**src/rtl/seq_divider_pkg.sv**
```systemverilog
// Shared widths, iteration count, FSM state type and result record for the
// sequential restoring divider.
package seq_divider_pkg;

    localparam int DIVIDEND_W = 8;
    localparam int DIVISOR_W  = 4;
    localparam int PREM_W     = DIVISOR_W + 1;
    localparam int ITERS      = 8;
    localparam int CNT_W      = 3;

    localparam logic [CNT_W-1:0] LAST_STEP = CNT_W'(ITERS - 1);

    typedef enum logic [1:0] {
        ST_IDLE = 2'd0,
        ST_RUN  = 2'd1,
        ST_DONE = 2'd2
    } state_t;

    typedef struct packed {
        logic [DIVIDEND_W-1:0] quotient;
        logic [DIVISOR_W-1:0]  remainder;
        logic                  dbz;
    } div_result_t;

endpackage

```
**src/rtl/div_step.sv**
```systemverilog
// One restoring-division step: shift in a dividend bit, trial-subtract the
// divisor, keep the difference if it did not go negative.
module div_step
    import seq_divider_pkg::*;
(
    input  logic [PREM_W-1:0]    prem,
    input  logic                 bit_in,
    input  logic [DIVISOR_W-1:0] divisor,
    output logic [PREM_W-1:0]    prem_next,
    output logic                 qbit
);

    logic [PREM_W:0] shifted;

    // prem is always below the divisor, so the shifted value fits in PREM_W bits
    assign shifted   = {prem, bit_in};
    assign qbit      = (shifted >= {2'b00, divisor});
    assign prem_next = qbit ? PREM_W'(shifted - {2'b00, divisor}) : PREM_W'(shifted);

endmodule

```
**src/rtl/seq_divider.sv**
```systemverilog
// 8-by-4 unsigned sequential divider: one quotient bit per cycle, MSB first,
// with a fast path for divide-by-zero. Only built for 8/4 widths.
module seq_divider #(
    parameter int DIVIDEND_W = seq_divider_pkg::DIVIDEND_W,
    parameter int DIVISOR_W  = seq_divider_pkg::DIVISOR_W
) (
    input  logic                  clk,
    input  logic                  rst,
    input  logic                  start,
    input  logic [DIVIDEND_W-1:0] dividend,
    input  logic [DIVISOR_W-1:0]  divisor,
    output logic                  ready,
    output logic                  busy,
    output logic                  done,
    output logic [DIVIDEND_W-1:0] quotient,
    output logic [DIVISOR_W-1:0]  remainder,
    output logic                  dbz
);
    import seq_divider_pkg::*;

    state_t                state;
    logic [DIVIDEND_W-1:0] shreg;
    logic [DIVISOR_W-1:0]  dvs;
    logic [PREM_W-1:0]     prem;
    logic [PREM_W-1:0]     prem_next;
    logic [CNT_W-1:0]      cnt;
    logic                  qbit;
    div_result_t           res;

    // shreg feeds dividend bits out of the top while quotient bits enter at the bottom
    div_step u_step (
        .prem      (prem),
        .bit_in    (shreg[DIVIDEND_W-1]),
        .divisor   (dvs),
        .prem_next (prem_next),
        .qbit      (qbit)
    );

    always_ff @(posedge clk) begin
        if (rst) begin
            state <= ST_IDLE;
            shreg <= '0;
            dvs   <= '0;
            prem  <= '0;
            cnt   <= '0;
            res   <= '0;
        end else begin
            case (state)
                ST_IDLE: begin
                    if (start) begin
                        if (divisor != '0) begin
                            shreg <= dividend;
                            dvs   <= divisor;
                            prem  <= '0;
                            cnt   <= '0;
                            state <= ST_RUN;
                        end else begin
                            res.quotient  <= '1;
                            res.remainder <= dividend[DIVISOR_W-1:0];
                            res.dbz       <= 1'b1;
                            state         <= ST_DONE;
                        end
                    end
                end
                ST_RUN: begin
                    prem  <= prem_next;
                    shreg <= {shreg[DIVIDEND_W-2:0], qbit};
                    cnt   <= cnt + 1'b1;
                    if (cnt == LAST_STEP) begin
                        res.quotient  <= {shreg[DIVIDEND_W-2:0], qbit};
                        res.remainder <= prem_next[DIVISOR_W-1:0];
                        res.dbz       <= 1'b0;
                        state         <= ST_DONE;
                    end
                end
                ST_DONE: state <= ST_IDLE;
                default: state <= ST_IDLE;
            endcase
        end
    end

    assign ready     = (state == ST_IDLE);
    assign busy      = (state == ST_RUN);
    assign done      = (state == ST_DONE);
    assign quotient  = res.quotient;
    assign remainder = res.remainder;
    assign dbz       = res.dbz;

endmodule

```
**config.mk**
```make
export PLATFORM = sky130hd
export DESIGN_NAME = seq_divider
export DESIGN_NICKNAME = d
export VERILOG_FILES = /design/src/rtl/seq_divider_pkg.sv /design/src/rtl/div_step.sv /design/src/rtl/seq_divider.sv
export SDC_FILE = /design/constraint.sdc
export NUM_CORES = 1
export LEC_CHECK = 0
export CAP_MARGIN = 30
export CORE_UTILIZATION = 31
export CTS_BUF_LIST = sky130_fd_sc_hd__clkbuf_8
export DETAILED_ROUTE_END_ITERATION = 8
export PLACE_DENSITY = 0.48
export SYNTH_ARGS = -nofsm -noshare
export SYNTH_HDL_FRONTEND = slang
export SYNTH_SLANG_ARGS = --single-unit
```
**constraint.sdc**
```tcl
create_clock -name clk -period 4.25 [get_ports clk]
set_input_delay 0.6375 -clock clk [delete_from_list [all_inputs] [get_ports clk]]
set_output_delay 0.6375 -clock clk [all_outputs]
set_load 0.05 [all_outputs]
```
Word-level counts from Yosys, hierarchy flattened
Index checks and enable logic that the tools add are counted.
- add/sub/neg operators: 2
- order comparisons: 1
- eq/ne operators: 7
- muxes and demuxes: 18
- reductions and logical operators: 7
- operator list (operator ; number):
    $mux 13 ; 3
    $pmux 13 s2 ; 1
    $mux 8 ; 2
    $pmux 8 s2 ; 1
    $mux 5 ; 3
    $pmux 5 s2 ; 1
    $ge 6x4->1 ; 1
    $mux 2 ; 3
    $mux 3 ; 2
    $pmux 3 s2 ; 1
    $reduce_and 3->1 ; 2
    $sub 5x4->5 ; 1
    $ne 2x1->1 const B ; 2
    $ne 2x2->1 const B ; 2
    $pmux 2 s2 ; 1
    $reduce_and 4->1 ; 1
    $reduce_bool 4->1 ; 1
    $add 3x1->3 const B ; 1
    $eq 3x3->1 const B ; 1
    $eq 2x1->1 const B ; 1
    $eq 2x2->1 const B ; 1
    $logic_not 2->1 ; 1
    $reduce_and 2->1 ; 1
    $reduce_bool 2->1 ; 1
- register bits: 35
- input bits: 15
- output and inout bits: 16
- logic and storage cells: 43

Depth between registers and ports, before layout
- word-level depth: 4
- gate-level depth with buffers: 9
- mapped depth without buffers: 9

By module
From an unflattened synthesis, not the netlist that was laid out.
- cells, all modules: 208
- area, all modules: 1819.2 sq um
- by module, submodules not included (module ; instances ; cells an instance ; area an instance (sq um) ; sequential area each (sq um)):
    seq_divider ; 1 ; 179 ; 1585.3 ; 700.7
    div_step ; 1 ; 29 ; 234.0 ; 0.0

Least setup slack after synthesis
Ideal clock, no wire load.
- path kind: register to register
- from: register state[0]
- to: register, netlist name quotient[5]
- setup time: 0.078 ns
- data arrival time: 1.930 ns
- required time: 4.172 ns
- slack: 2.242 ns
- cell stages (with the launch flop): 8
- buffers on the path: 2
- clock period less this slack: 2.008 ns
- cell sequence: dfxtp_1 buf_2 nor2_1 nand3_1 nand2_2 buf_4 nor2_1 nor3_1
- word-level cells in the longest chain between the ends: 3
- elaborated cells between the ends (all ways): 8
- those cells by class: eq/ne: 4; mux: 1; reduce/logical: 3
- ends and longest elaborated chain (item ; line ; text):
    start: declaration ; seq_divider.sv:21 ; state_t state;
    start signal: assignment ; seq_divider.sv:41 ; state <= ST_IDLE;
    start signal: assignment ; seq_divider.sv:56 ; state <= ST_RUN;
    start signal: assignment ; seq_divider.sv:61 ; state <= ST_DONE;
    $logic_not 2->1 (*) ; -- ;
    net ready ; seq_divider.sv:12 ; output logic ready,
    $ne 2x2->1 (no line) / $reduce_bool 2->1 (equally long branches) ; -- ;
    $reduce_and 4->1 (no line) ; -- ;
Mark *: on every way through the listed nets, which the timed path passes. The rest lies on a longest branch.
A chain may end at the register's enable or synchronous reset.

Worst setup path in the final report
- from: register state[0]
- to: output busy
- word-level cells in the longest chain between the ends: 1
- ends and longest elaborated chain (item ; line ; text):
    $eq 2x1->1 ; seq_divider.sv:83 ; assign busy = (state == ST_RUN);
    end: declaration ; seq_divider.sv:13 ; output logic busy,
No other way between the ends.

==> results.cfg <==
[detailed_routing]
via_count = 1422
drt_first_pass_iters = 4
antenna_left = 0
drc = 0
wl_um = 3841
wl_per_cell_um = 12.93
vias_per_cell = 4.788
drt_iter0_drc = 71

[sta]
rsz0062_at_grt = no
worstMarginPinSlew_ns = 0.8564
period_needed_ns = 2.833
setup_tns_ns = 0
fmax_mhz = 353.0
finalHoldViolations = 0
fin_crit_sh = 0.6666
max_slew_margin = 0.4273
finalClockSkew_ns = 0.009910
slew_violations = 0
setup_slack_ns = 1.417
setup_viol = 0

[power_and_ir_drop]
finalPower_w = 0.0007786
p_per_area_nw_per_um2 = 377.8
p_leak_nw = 0.7708
vdd_drop_max_uv = 122.8

[flow_run]
maxCapViolCount = 0

[placed_design]
hpwl_um = 2789
port_buffers = 30
place_ws_ns = 1.739
place_congestion = 0.7681

[cts]
numCtsBuffers = 5
root_buffer = clkbuf_8
clockBufferDepth = 2
post-cts-setup-buffer-count = 0
cts_tree = yes
cts_max_level = 2
cts.sinks = 35
cts_resized = 0
cts-hold-fix-buffers = 0
path_clk_slew_ns = 0.08
clk_latency_ns = 0.29

[yosys]
synth_nets = 220
synth_xor_area_frac = 0.01069
synth_compound_area_frac = 0.1824
synth_ff_type = dfxtp_1
syn-cell-area_um2 = 1639
netlist_instances = 198
ys_ff_latch = 35
synth_fa_ha_area_frac = 0.05802
synth_edf_count = 0
yosysSeqAreaShare = 0.4275
synth_warnings = 0
yosysTopAreaCellShare = 0.4275
synth_common_cells = 39 x nor2_1, 35 x dfxtp_1, 28 x nand2_1
ys_types = 42
synthMuxAreaShare = 0.02443
avgSynthCellArea_um2 = 8.278
synth.most_common_cell = nor2_1
synth_top_family_by_area = simple AND/OR/NAND/NOR gates
ys_top_cells_by_area = dfxtp_1 43%, nor2_1 8.9%, nand2_1 6.4%
async_flop_share = 0
synthSimpleGateAreaFrac = 0.2405
yosys.area.top_type = dfxtp_1

[die]
fp.dieArea_um2 = 5582
io_pins = 31
start_util = 0.3209
die_h_um = 74.72
die_x_um = 74.72
row_count = 26
core_um2 = 5107

[finish]
multiInputGateArea_um2 = 845.8
final_util = 0.4035
syn_to_final_growth_pct = 25.73
seq_area_um2 = 700.7
insertedDiodeCount = 0
n_fill_cell = 560
finalNetCount = 248
drive_above_1_share = 0.09251

[outcome]
status = completed

[worst_setup_path]
critical_path_class = reg2out
crit_path_end_kind = primary output
worst-endpoint-arrival_ns = 2.20
crit_fanout = 18
critPathLaunchType = register
cp.required_ns = 3.61

[global_route]
antenna_found_initial = 0
grt_pass1_vias = 1403
grt_overflow = 0
track_usage = 0.1567
grt_start_max_net_pins = 24
grt_pass1_wl_um = 6534

[worst_hold_path]
hold_path_class = reg2reg
[sequential cells by signal, summed over array words and instances, names as in the netlist]
signal     cells
quotient       8
dbz            1
state          2
shreg          8
prem           5
dvs            4
cnt            3
remainder      4
[cell families after synthesis]
family	after synthesis
adder cells (fa/ha/maj)	7
AND/OR/NAND/NOR	92
AO/OA/AOI/OAI	40
XOR/XNOR	2
multiplexers	4
flip-flops	35
buffers and inverters	18
[report_power, final]
| group | total, W | internal [W] | switching (W) |
|---|---|---|---|
| Sequential | 0.000365 | 0.000348 | 0.0000177 |
| Clock | 0.000242 | 0.000114 | 0.000128 |
| Combinational | 0.000172 | 0.0000673 | 0.000104 |
| Total | 0.000779 | 0.000529 | 0.000250 |
[worst max-delay path: stages (launching register included)]
cell and delay, ns:
dfxtp_1 0.52, nand2_2 0.21, inv_2 0.30, clkdlybuf4s50_1 0.87
[metal layers]
| layer | part of all wire | GRT usage | up-vias |
|---|---|---|---|
| met5 | 0 | 0 | - |
| met4 | 0.017 | 0.06289 | 0 |
| met1 | 0.48 | 0.1997 | 645 |
| met3 | 0.028 | 0.03213 | 7 |
| met2 | 0.47 | 0.2593 | 26 |
| li1 | - | - | 744 |
[cell type report]
| class | instances | area share |
|---|---|---|
| Clock buffer | 5 | 0.03339 |
| Clock inverter | 3 | 0.009715 |
| Inverter | 8 | 0.01457 |
| Multi-Input combinational cell | 145 | 0.4104 |
| Sequential cell | 35 | 0.3400 |
| Tap cell | 70 | 0.04250 |
| Timing Repair Buffer | 31 | 0.1494 |
[worst paths after layout]
kind,startpoint,to,slack (ns),cells past startpoint
hold / removal,prem[4],prem[4],0.47,2
setup / recovery,state[0],busy,1.42,3
hold reg to reg,prem[4],prem[4],0.47,2
setup reg to reg,state[0],remainder[0],2.04,6
[placed cells by master (no fill, tap or decap), types with 3 or more instances in the layout]
cell,synthesis,routed
and2_1,3,3
clkdlybuf4s50_1,0,30
nor2_1,39,39
a21oi_1,11,11
clkbuf_8,1,5
inv_1,6,6
nand2_1,28,28
a311oi_1,9,9
ha_1,6,6
nand3_1,4,4
mux2i_1,4,4
o21ai_0,4,4
dfxtp_1,35,35
nor3_1,9,9
[stage by stage]
stage | hold WS [ns] | cell area, um2 | std cells
final | 0.4658 | 2061 | 297
after global routing | 0.5157 | 2061 | 297
after CTS | 0.4739 | 2061 | 297
after detailed placement | 0.4558 | 1972 | 289
after global placement | 0.4404 | 1972 | 289
after floorplan | 0.4319 | 1639 | 198
(Power assumes the default switching activity.)
